$ cat config.mk
export PLATFORM = sky130hd
export DESIGN_NAME = lock_seq_ctrl
export DESIGN_NICKNAME = d
export VERILOG_FILES = /design/src/rtl/lock_pkg.sv /design/src/rtl/lock_timer.sv /design/src/rtl/lock_seq_ctrl.sv
export SDC_FILE = /design/constraint.sdc
export NUM_CORES = 1
export LEC_CHECK = 0
export ABC_AREA = 1
export BUFFER_PORTS_ARGS = -buffer_cell sky130_fd_sc_hd__buf_2
export CAP_MARGIN = 10
export CORE_MARGIN = 2
export CORE_UTILIZATION = 45
export CTS_CLUSTER_DIAMETER = 100
export CTS_CLUSTER_SIZE = 10
export DETAILED_ROUTE_END_ITERATION = 10
export MAX_ROUTING_LAYER = met4
export PLACE_DENSITY = 0.74
export SKIP_CTS_REPAIR_TIMING = 1
export SKIP_LAST_GASP = 1
export SLEW_MARGIN = 20
export SYNTH_ARGS = -nofsm -noshare
export SYNTH_HDL_FRONTEND = slang
export SYNTH_SLANG_ARGS = --single-unit
$ cat constraint.sdc
create_clock -name clk -period 2.2 [get_ports clk]
set_input_delay 0.33 -clock clk [delete_from_list [all_inputs] [get_ports clk]]
set_output_delay 0.33 -clock clk [all_outputs]
set_load 0.05 [all_outputs]
$ cat src/rtl/lock_pkg.sv
// rtl/lock_pkg.sv - shared types and default constants for the keypad lock controller
//
// Contents: state encoding, BCD digit type, default parameter values and a
// BCD range helper. States list gains ST_PROG only when LOCK_PROG_EN is defined.
// No ports.

package lock_pkg;

    localparam int          DEF_DIGITS         = 4;
    localparam logic [15:0] DEF_RESET_CODE     = 16'h1234;
    localparam int          DEF_MAX_TRIES      = 3;
    localparam int          DEF_OPEN_CYCLES    = 256;
    localparam int          DEF_LOCKOUT_CYCLES = 1024;

    typedef logic [3:0] bcd_t;

    typedef enum logic [2:0] {
        ST_IDLE    = 3'd0,
        ST_ENTRY   = 3'd1,
        ST_CHECK   = 3'd2,
        ST_OPEN    = 3'd3,
        ST_FAIL    = 3'd4,
        ST_LOCKOUT = 3'd5
`ifdef LOCK_PROG_EN
        ,
        ST_PROG    = 3'd6
`endif
    } state_t;

    function automatic logic is_bcd(input bcd_t d);
        return d <= 4'd9;
    endfunction

endpackage

$ cat src/rtl/lock_timer.sv
// rtl/lock_timer.sv - loadable down-counter shared by the OPEN and LOCKOUT holds
//
// Ports:
//   clk, rst_n   clock, asynchronous active-low reset
//   load         load load_val this cycle (has priority over dec)
//   load_val     value loaded; hold lasts load_val+1 cycles until done
//   dec          count down by one; stops at zero, never wraps
//   done         count has reached zero

module lock_timer #(
    parameter int W = 10
) (
    input  logic         clk,
    input  logic         rst_n,
    input  logic         load,
    input  logic [W-1:0] load_val,
    input  logic         dec,
    output logic         done
);

    logic [W-1:0] count;

    always_ff @(posedge clk or negedge rst_n) begin
        if (!rst_n) begin
            count <= '0;
        end else if (load) begin
            count <= load_val;
        end else if (dec && (count != '0)) begin
            count <= count - 1'b1;
        end
    end

    assign done = (count == '0);

endmodule

$ cat src/rtl/lock_seq_ctrl.sv
// rtl/lock_seq_ctrl.sv - BCD keypad code lock sequencer with try limit and lockout
//
// Optional feature macro: LOCK_PROG_EN (code reprogramming from the OPEN state).
//
// Ports:
//   clk, rst_n   clock, asynchronous active-low reset
//   key_valid    digit strobe; digit taken when key_valid & key_ready & ~clear
//   key_digit    entered BCD digit
//   key_ready    controller accepts a digit this cycle (IDLE/ENTRY/PROG)
//   clear        abort entry / relock; ignored during lockout
//   prog         start reprogramming from OPEN (LOCK_PROG_EN builds only)
//   unlocked     lock open
//   locked       always ~unlocked
//   alarm        lockout active
//   digit_cnt    digits accepted in the current entry
//   last_digit   most recently accepted digit

module lock_seq_ctrl
    import lock_pkg::*;
#(
    parameter int                  DIGITS         = DEF_DIGITS,
    parameter logic [4*DIGITS-1:0] RESET_CODE     = DEF_RESET_CODE,
    parameter int                  MAX_TRIES      = DEF_MAX_TRIES,
    parameter int                  OPEN_CYCLES    = DEF_OPEN_CYCLES,
    parameter int                  LOCKOUT_CYCLES = DEF_LOCKOUT_CYCLES
) (
    input  logic       clk,
    input  logic       rst_n,
    input  logic       key_valid,
    input  logic [3:0] key_digit,
    output logic       key_ready,
    input  logic       clear,
    input  logic       prog,
    output logic       unlocked,
    output logic       locked,
    output logic       alarm,
    output logic [2:0] digit_cnt,
    output logic [3:0] last_digit
);

    localparam int CODE_W  = 4 * DIGITS;
    localparam int TMR_MAX = (OPEN_CYCLES > LOCKOUT_CYCLES) ? OPEN_CYCLES : LOCKOUT_CYCLES;
    localparam int TMR_W   = (TMR_MAX > 1) ? $clog2(TMR_MAX) : 1;
    localparam int TRY_W   = (MAX_TRIES > 1) ? $clog2(MAX_TRIES + 1) : 1;

    localparam logic [2:0]       LAST_IDX   = 3'(DIGITS - 1);
    localparam logic [TRY_W-1:0] TRIES_LAST = TRY_W'(MAX_TRIES - 1);
    // The timer counts load_val..0 inclusive, so a hold of N cycles loads N-1.
    localparam logic [TMR_W-1:0] OPEN_LOAD  = TMR_W'(OPEN_CYCLES - 1);
    localparam logic [TMR_W-1:0] LOCK_LOAD  = TMR_W'(LOCKOUT_CYCLES - 1);

    state_t            state;
    logic [TRY_W-1:0]  tries;
    logic              mismatch;
    logic              ready_en;
    logic [CODE_W-1:0] code;
    bcd_t              code_digit;
    logic              accept;
    logic              fail_lock;
    logic              tmr_load;
    logic [TMR_W-1:0]  tmr_val;
    logic              tmr_dec;
    logic              tmr_done;

`ifdef LOCK_PROG_EN
    logic [CODE_W-1:0] shadow;
    logic [CODE_W-1:0] shadow_next;

    assign shadow_next = CODE_W'({shadow, key_digit});
`else
    logic unused_prog;

    assign unused_prog = prog;
    assign code        = RESET_CODE;
`endif

    // ready_en holds key_ready low while reset is asserted, then lets the
    // state decode through from the first edge after release.
    assign key_ready = ready_en && ((state == ST_IDLE) || (state == ST_ENTRY)
`ifdef LOCK_PROG_EN
                                    || (state == ST_PROG)
`endif
                                   );

    assign accept     = key_valid && key_ready && !clear;
    assign code_digit = bcd_t'(code >> (4 * (LAST_IDX - digit_cnt)));
    assign fail_lock  = (tries >= TRIES_LAST);
    assign locked     = ~unlocked;

    assign tmr_load = ((state == ST_CHECK) && !mismatch) ||
                      ((state == ST_FAIL) && fail_lock);
    assign tmr_val  = (state == ST_CHECK) ? OPEN_LOAD : LOCK_LOAD;
    // No decrement in PROG: the open hold is frozen while a new code is keyed.
    assign tmr_dec  = (state == ST_OPEN) || (state == ST_LOCKOUT);

    lock_timer #(
        .W(TMR_W)
    ) u_timer (
        .clk      (clk),
        .rst_n    (rst_n),
        .load     (tmr_load),
        .load_val (tmr_val),
        .dec      (tmr_dec),
        .done     (tmr_done)
    );

    always_ff @(posedge clk or negedge rst_n) begin
        if (!rst_n) begin
            state      <= ST_IDLE;
            tries      <= '0;
            mismatch   <= 1'b0;
            digit_cnt  <= '0;
            last_digit <= '0;
            unlocked   <= 1'b0;
            alarm      <= 1'b0;
            ready_en   <= 1'b0;
`ifdef LOCK_PROG_EN
            code       <= RESET_CODE;
            shadow     <= '0;
`endif
        end else begin
            ready_en <= 1'b1;
            case (state)
                ST_IDLE, ST_ENTRY: begin
                    if (clear) begin
                        state     <= ST_IDLE;
                        digit_cnt <= '0;
                        mismatch  <= 1'b0;
                    end else if (accept) begin
                        last_digit <= key_digit;
                        digit_cnt  <= digit_cnt + 3'd1;
                        if (!is_bcd(key_digit) || (key_digit != code_digit)) begin
                            mismatch <= 1'b1;
                        end
                        state <= (digit_cnt == LAST_IDX) ? ST_CHECK : ST_ENTRY;
                    end
                end

                ST_CHECK: begin
                    if (mismatch) begin
                        state <= ST_FAIL;
                    end else begin
                        state    <= ST_OPEN;
                        unlocked <= 1'b1;
                        tries    <= '0;
                    end
                end

                ST_OPEN: begin
                    if (clear || tmr_done) begin
                        state     <= ST_IDLE;
                        unlocked  <= 1'b0;
                        digit_cnt <= '0;
                        mismatch  <= 1'b0;
`ifdef LOCK_PROG_EN
                    end else if (prog) begin
                        state     <= ST_PROG;
                        digit_cnt <= '0;
`endif
                    end
                end

                ST_FAIL: begin
                    digit_cnt <= '0;
                    mismatch  <= 1'b0;
                    if (fail_lock) begin
                        state <= ST_LOCKOUT;
                        tries <= '0;
                        alarm <= 1'b1;
                    end else begin
                        state <= ST_IDLE;
                        tries <= tries + 1'b1;
                    end
                end

                ST_LOCKOUT: begin
                    if (tmr_done) begin
                        state     <= ST_IDLE;
                        alarm     <= 1'b0;
                        digit_cnt <= '0;
                        mismatch  <= 1'b0;
                    end
                end

`ifdef LOCK_PROG_EN
                ST_PROG: begin
                    if (clear || (accept && !is_bcd(key_digit))) begin
                        state     <= ST_IDLE;
                        unlocked  <= 1'b0;
                        digit_cnt <= '0;
                        mismatch  <= 1'b0;
                    end else if (accept) begin
                        last_digit <= key_digit;
                        shadow     <= shadow_next;
                        if (digit_cnt == LAST_IDX) begin
                            code      <= shadow_next;
                            state     <= ST_IDLE;
                            unlocked  <= 1'b0;
                            digit_cnt <= '0;
                            mismatch  <= 1'b0;
                        end else begin
                            digit_cnt <= digit_cnt + 3'd1;
                        end
                    end
                end
`endif

                default: begin
                    state     <= ST_IDLE;
                    unlocked  <= 1'b0;
                    alarm     <= 1'b0;
                    digit_cnt <= '0;
                    mismatch  <= 1'b0;
                end
            endcase
        end
    end

endmodule

==> metrics.md <==
| Metric | Value |
|---|---|
| Final Cycle Share | `77.9%` |
| Critical Path Source | `state[2]` |
| Reg2reg start | `u_timer.count[0]` |
| Final Instance Area | `0.00164 mm^2` |
| Rows | `20` |
| Cells after Synth | `189` |
| DRC Markers | `0` |
| Horiz. Die Dim | `just over 60 um` |
| Max Cap Viol | `0` |
| Mean Syn Cell Area | `7.85 um^2` |
| Min-Delay Path Class | `in -> async` |
| Min Hold Slack | `-0.0142 ns` |
| Leak | `slightly above 0.9 nW` |
| Layout area overhead | `10.3%` |
| Simple-gate share of the synthesized area | `roughly 34%` |
| Slew Limit Headroom | `between 60% and 70%` |
| CP Launch Type | `register` |
| Worst EP arrival | `approximately 1.4 ns` |
| Async set-reset flop share out of synthesis | `100%` |
| Gate power share | `between 40% and 50%` |
| Crit path capture type | `output pin` |
| Switching share of power | `about two fifths` |
| Initial Util | `a little under half` |
| Layout cell share with drive strength beyond 1 | `18.7%` |
| Yosys cell types | `29` |
| Largest net degree at the start of global routing | `27` |
| Routed wire length per instance | `10.5 um` |
| Crit path time final | `1.71 ns` |
| Port bufs | `18` |
| Post-Route WL | `about 2700 um` |
| Die Span Y | `61.4 um` |
| RSZ-0062 raised after global routing | `no` |
| Fin Clk Skew | `0.0105 ns` |
| CTS buffer count | `3` |
| Power Dens Cells | `roughly 840 mW/mm^2` |
| First-pass GRT wire length | `approximately 4600 um` |
| Final worst slack | `0.487 ns` |
| Max incr delay on CP | `0.46 ns` |
| Area post-placement | `0.00161 mm^2` |
| Seq/Total Area, Yosys | `43.8%` |
| Iteration-0 DRC count of the detailed router | `26` |
| Max IR drop VDD | `around 0.00047 V` |
| Max H-tree Level | `1` |
| Power after layout | `1.37 mW` |
| Total Neg Setup Slack | `0 ns` |
| Placeable Area | `0.00310 mm^2` |
| Die area | `0.00377 mm^2` |
| Clock Power Share | `14.2%` |
| Worst-path clk slew | `0.14 ns` |
| # nets final | `224` |
| Final global-route overflow total | `0` |
| Initial antenna violation count | `0` |
| Slew at the pin closest to its max-slew limit | `0.564 ns` |
| Slowest cell on the critical path | `dfrtp_1` |
| Hold Fails Final Rpt | `26` |
| DP Worst Slack | `0.605 ns` |
| Mux cell area share after synthesis | `0%` |
| Critical Path Fanout Max | `5` |
| Skew-Pair Late Insertion Delay | `roughly 0.31 ns` |
| #FFs+latches synth | `26` |
| CTS Root Cell | `clkbuf_4` |
| Largest family of logic cells by synthesized area | `simple AND/OR/NAND/NOR gates` |
| Setup CP Type | `reg -> out` |
| Drt first pass iters | `4` |
| Overall Global Routing Usage | `16.2%` |
| Vias post-DR | `roughly 1,200` |
| ANT cells | `0` |
| Number of global-route vias before repair | `1,105` |
| Post-DP HPWL | `2090 um` |
| Final ANT Viol Nets | `0` |
| Netlist Area Pre-Place | `0.00148 mm^2` |
| Most frequent cells in the layout | `56 x nand2_1, 26 x dfrtp_1, 23 x inv_1` |
| Status | `finished with violations` |
| Routability cong. | `0.860` |
| Net Count, Synth | `202` |
| # clock sinks | `26` |
| Crit-path cells | `inv_2 -> nand2_1 -> nor2_1 -> buf_2` |
| CTS tree | `done` |
| Compound-Gate Fraction of Synth Area | `8.01%` |
| Adder-cell share of the synthesized area | `~3.4%` |
| # IOs | `20` |
| Ys Warns | `0` |
| Int Power | `~0.79 mW` |
| Failing checks | `hold timing` |
| Xor and xnor fraction of the mapped netlist area | `2.36%` |
| Clock Tree Buf Depth | `2` |
| Crit path required time | `1.87 ns` |
| Final Setup Violations | `0` |
| Pins Over Slew Limit | `0` |
| Sw power | `about 0.57 mW` |
| EDFF count, synth | `0` |
| Post-synth top flop | `dfrtp_1` |
| Sequential power share | `44.4%` |
| Commonest non-fill, non-tap cell in the layout | `nand2_1` |
| Fmax | `approximately 600 MHz` |
| Via density | `4.80` |
registers in the layout (all words and copies together), names as in the netlist:
register       flops
tries              2
unlocked           1
alarm              1
u_timer.count     10
mismatch           1
last_digit         4
state              3
ready_en           1
digit_cnt          3
synth_stat cells, types with 3 or more instances:
cell / n / area share, %
ha_1: 4 / 3.4
dfrtp_1: 26 / 44
inv_1: 23 / 5.8
nand3_2: 3 / 2.0
nor2_1: 13 / 3.3
a21oi_1: 3 / 1.0
nand3_1: 15 / 5.1
inv_2: 3 / 0.76
o21ai_1: 3 / 1.0
o21ai_0: 12 / 4.0
nand2_1: 56 / 14
nand2_4: 3 / 2.3
worst max-delay path: cells and delay by family (launching register included):
kind,cells,cell delay [ns]
buf+inv,2,0.38
simple gates,2,0.23
flops,1,0.46
worst paths after layout:
check	to	depth (start not counted)	slack, ns
min in group clk	last_digit[0]	3	0.25
worst max-delay path	key_ready	4	0.49
worst min register to register	alarm	2	0.48
worst min-delay path	alarm	1	-0.01
worst max register to register	mismatch	11	0.57
max in group asynchronous	last_digit[3]	1	1.84
layer usage:
| layer | vias up | routed length (um) | global-route usage, % |
|---|---|---|---|
| met3 | 2 | 88 | 1.89 |
| met4 | 0 | 9 | 3.65 |
| met2 | 22 | 1240 | 25.7 |
| met1 | 549 | 1330 | 22.4 |
| met5 | - | 0 | - |
| li1 | 641 | - | - |
area by class of cell:
| type | instances | area, um^2 |
|---|---|---|
| Clock buffer | 3 | 22.5 |
| Fill cell | 322 | 1470 |
| Inverter | 27 | 104 |
| Multi-Input combinational cell | 135 | 714 |
| Sequential cell | 26 | 651 |
| Tap cell | 44 | 55.1 |
| Timing Repair Buffer | 18 | 90.1 |
metrics by stage:
| step | utilization (%) | hold slack (ns) | cells |
|---|---|---|---|
| 6_report | 52.7 | -0.0142 | 253 |
| 3_5_place_dp | 52.0 | 0.359 | 250 |
| 3_3_place_gp | 52.0 | 0.363 | 250 |
| 5_1_grt | 52.7 | 0.0143 | 253 |
| 2_1_floorplan | - | 0.0344 | 189 |
| 4_1_cts | 52.7 | 0.000480 | 253 |
power by group through the flow:
stage	sequential, mW	clock, mW	combinational, mW
finish	0.607	0.195	0.567
floorplan	0.672	0	0.385
global route	0.618	0.223	0.636
detailed placement	0.615	0	0.567
CTS	0.607	0.205	0.568
global placement	0.614	0	0.553
kinds of logic (layout without fill, tap and decap cells):
group / Yosys count / in the layout
AND/OR/NAND/NOR: 104 / 104
buffers and inverters: 28 / 48
flip-flops: 26 / 26
AO/OA/AOI/OAI: 22 / 22
adder cells (fa/ha/maj): 4 / 4
XOR/XNOR: 4 / 4
other: 1 / 1
(Power assumes the default switching activity.)
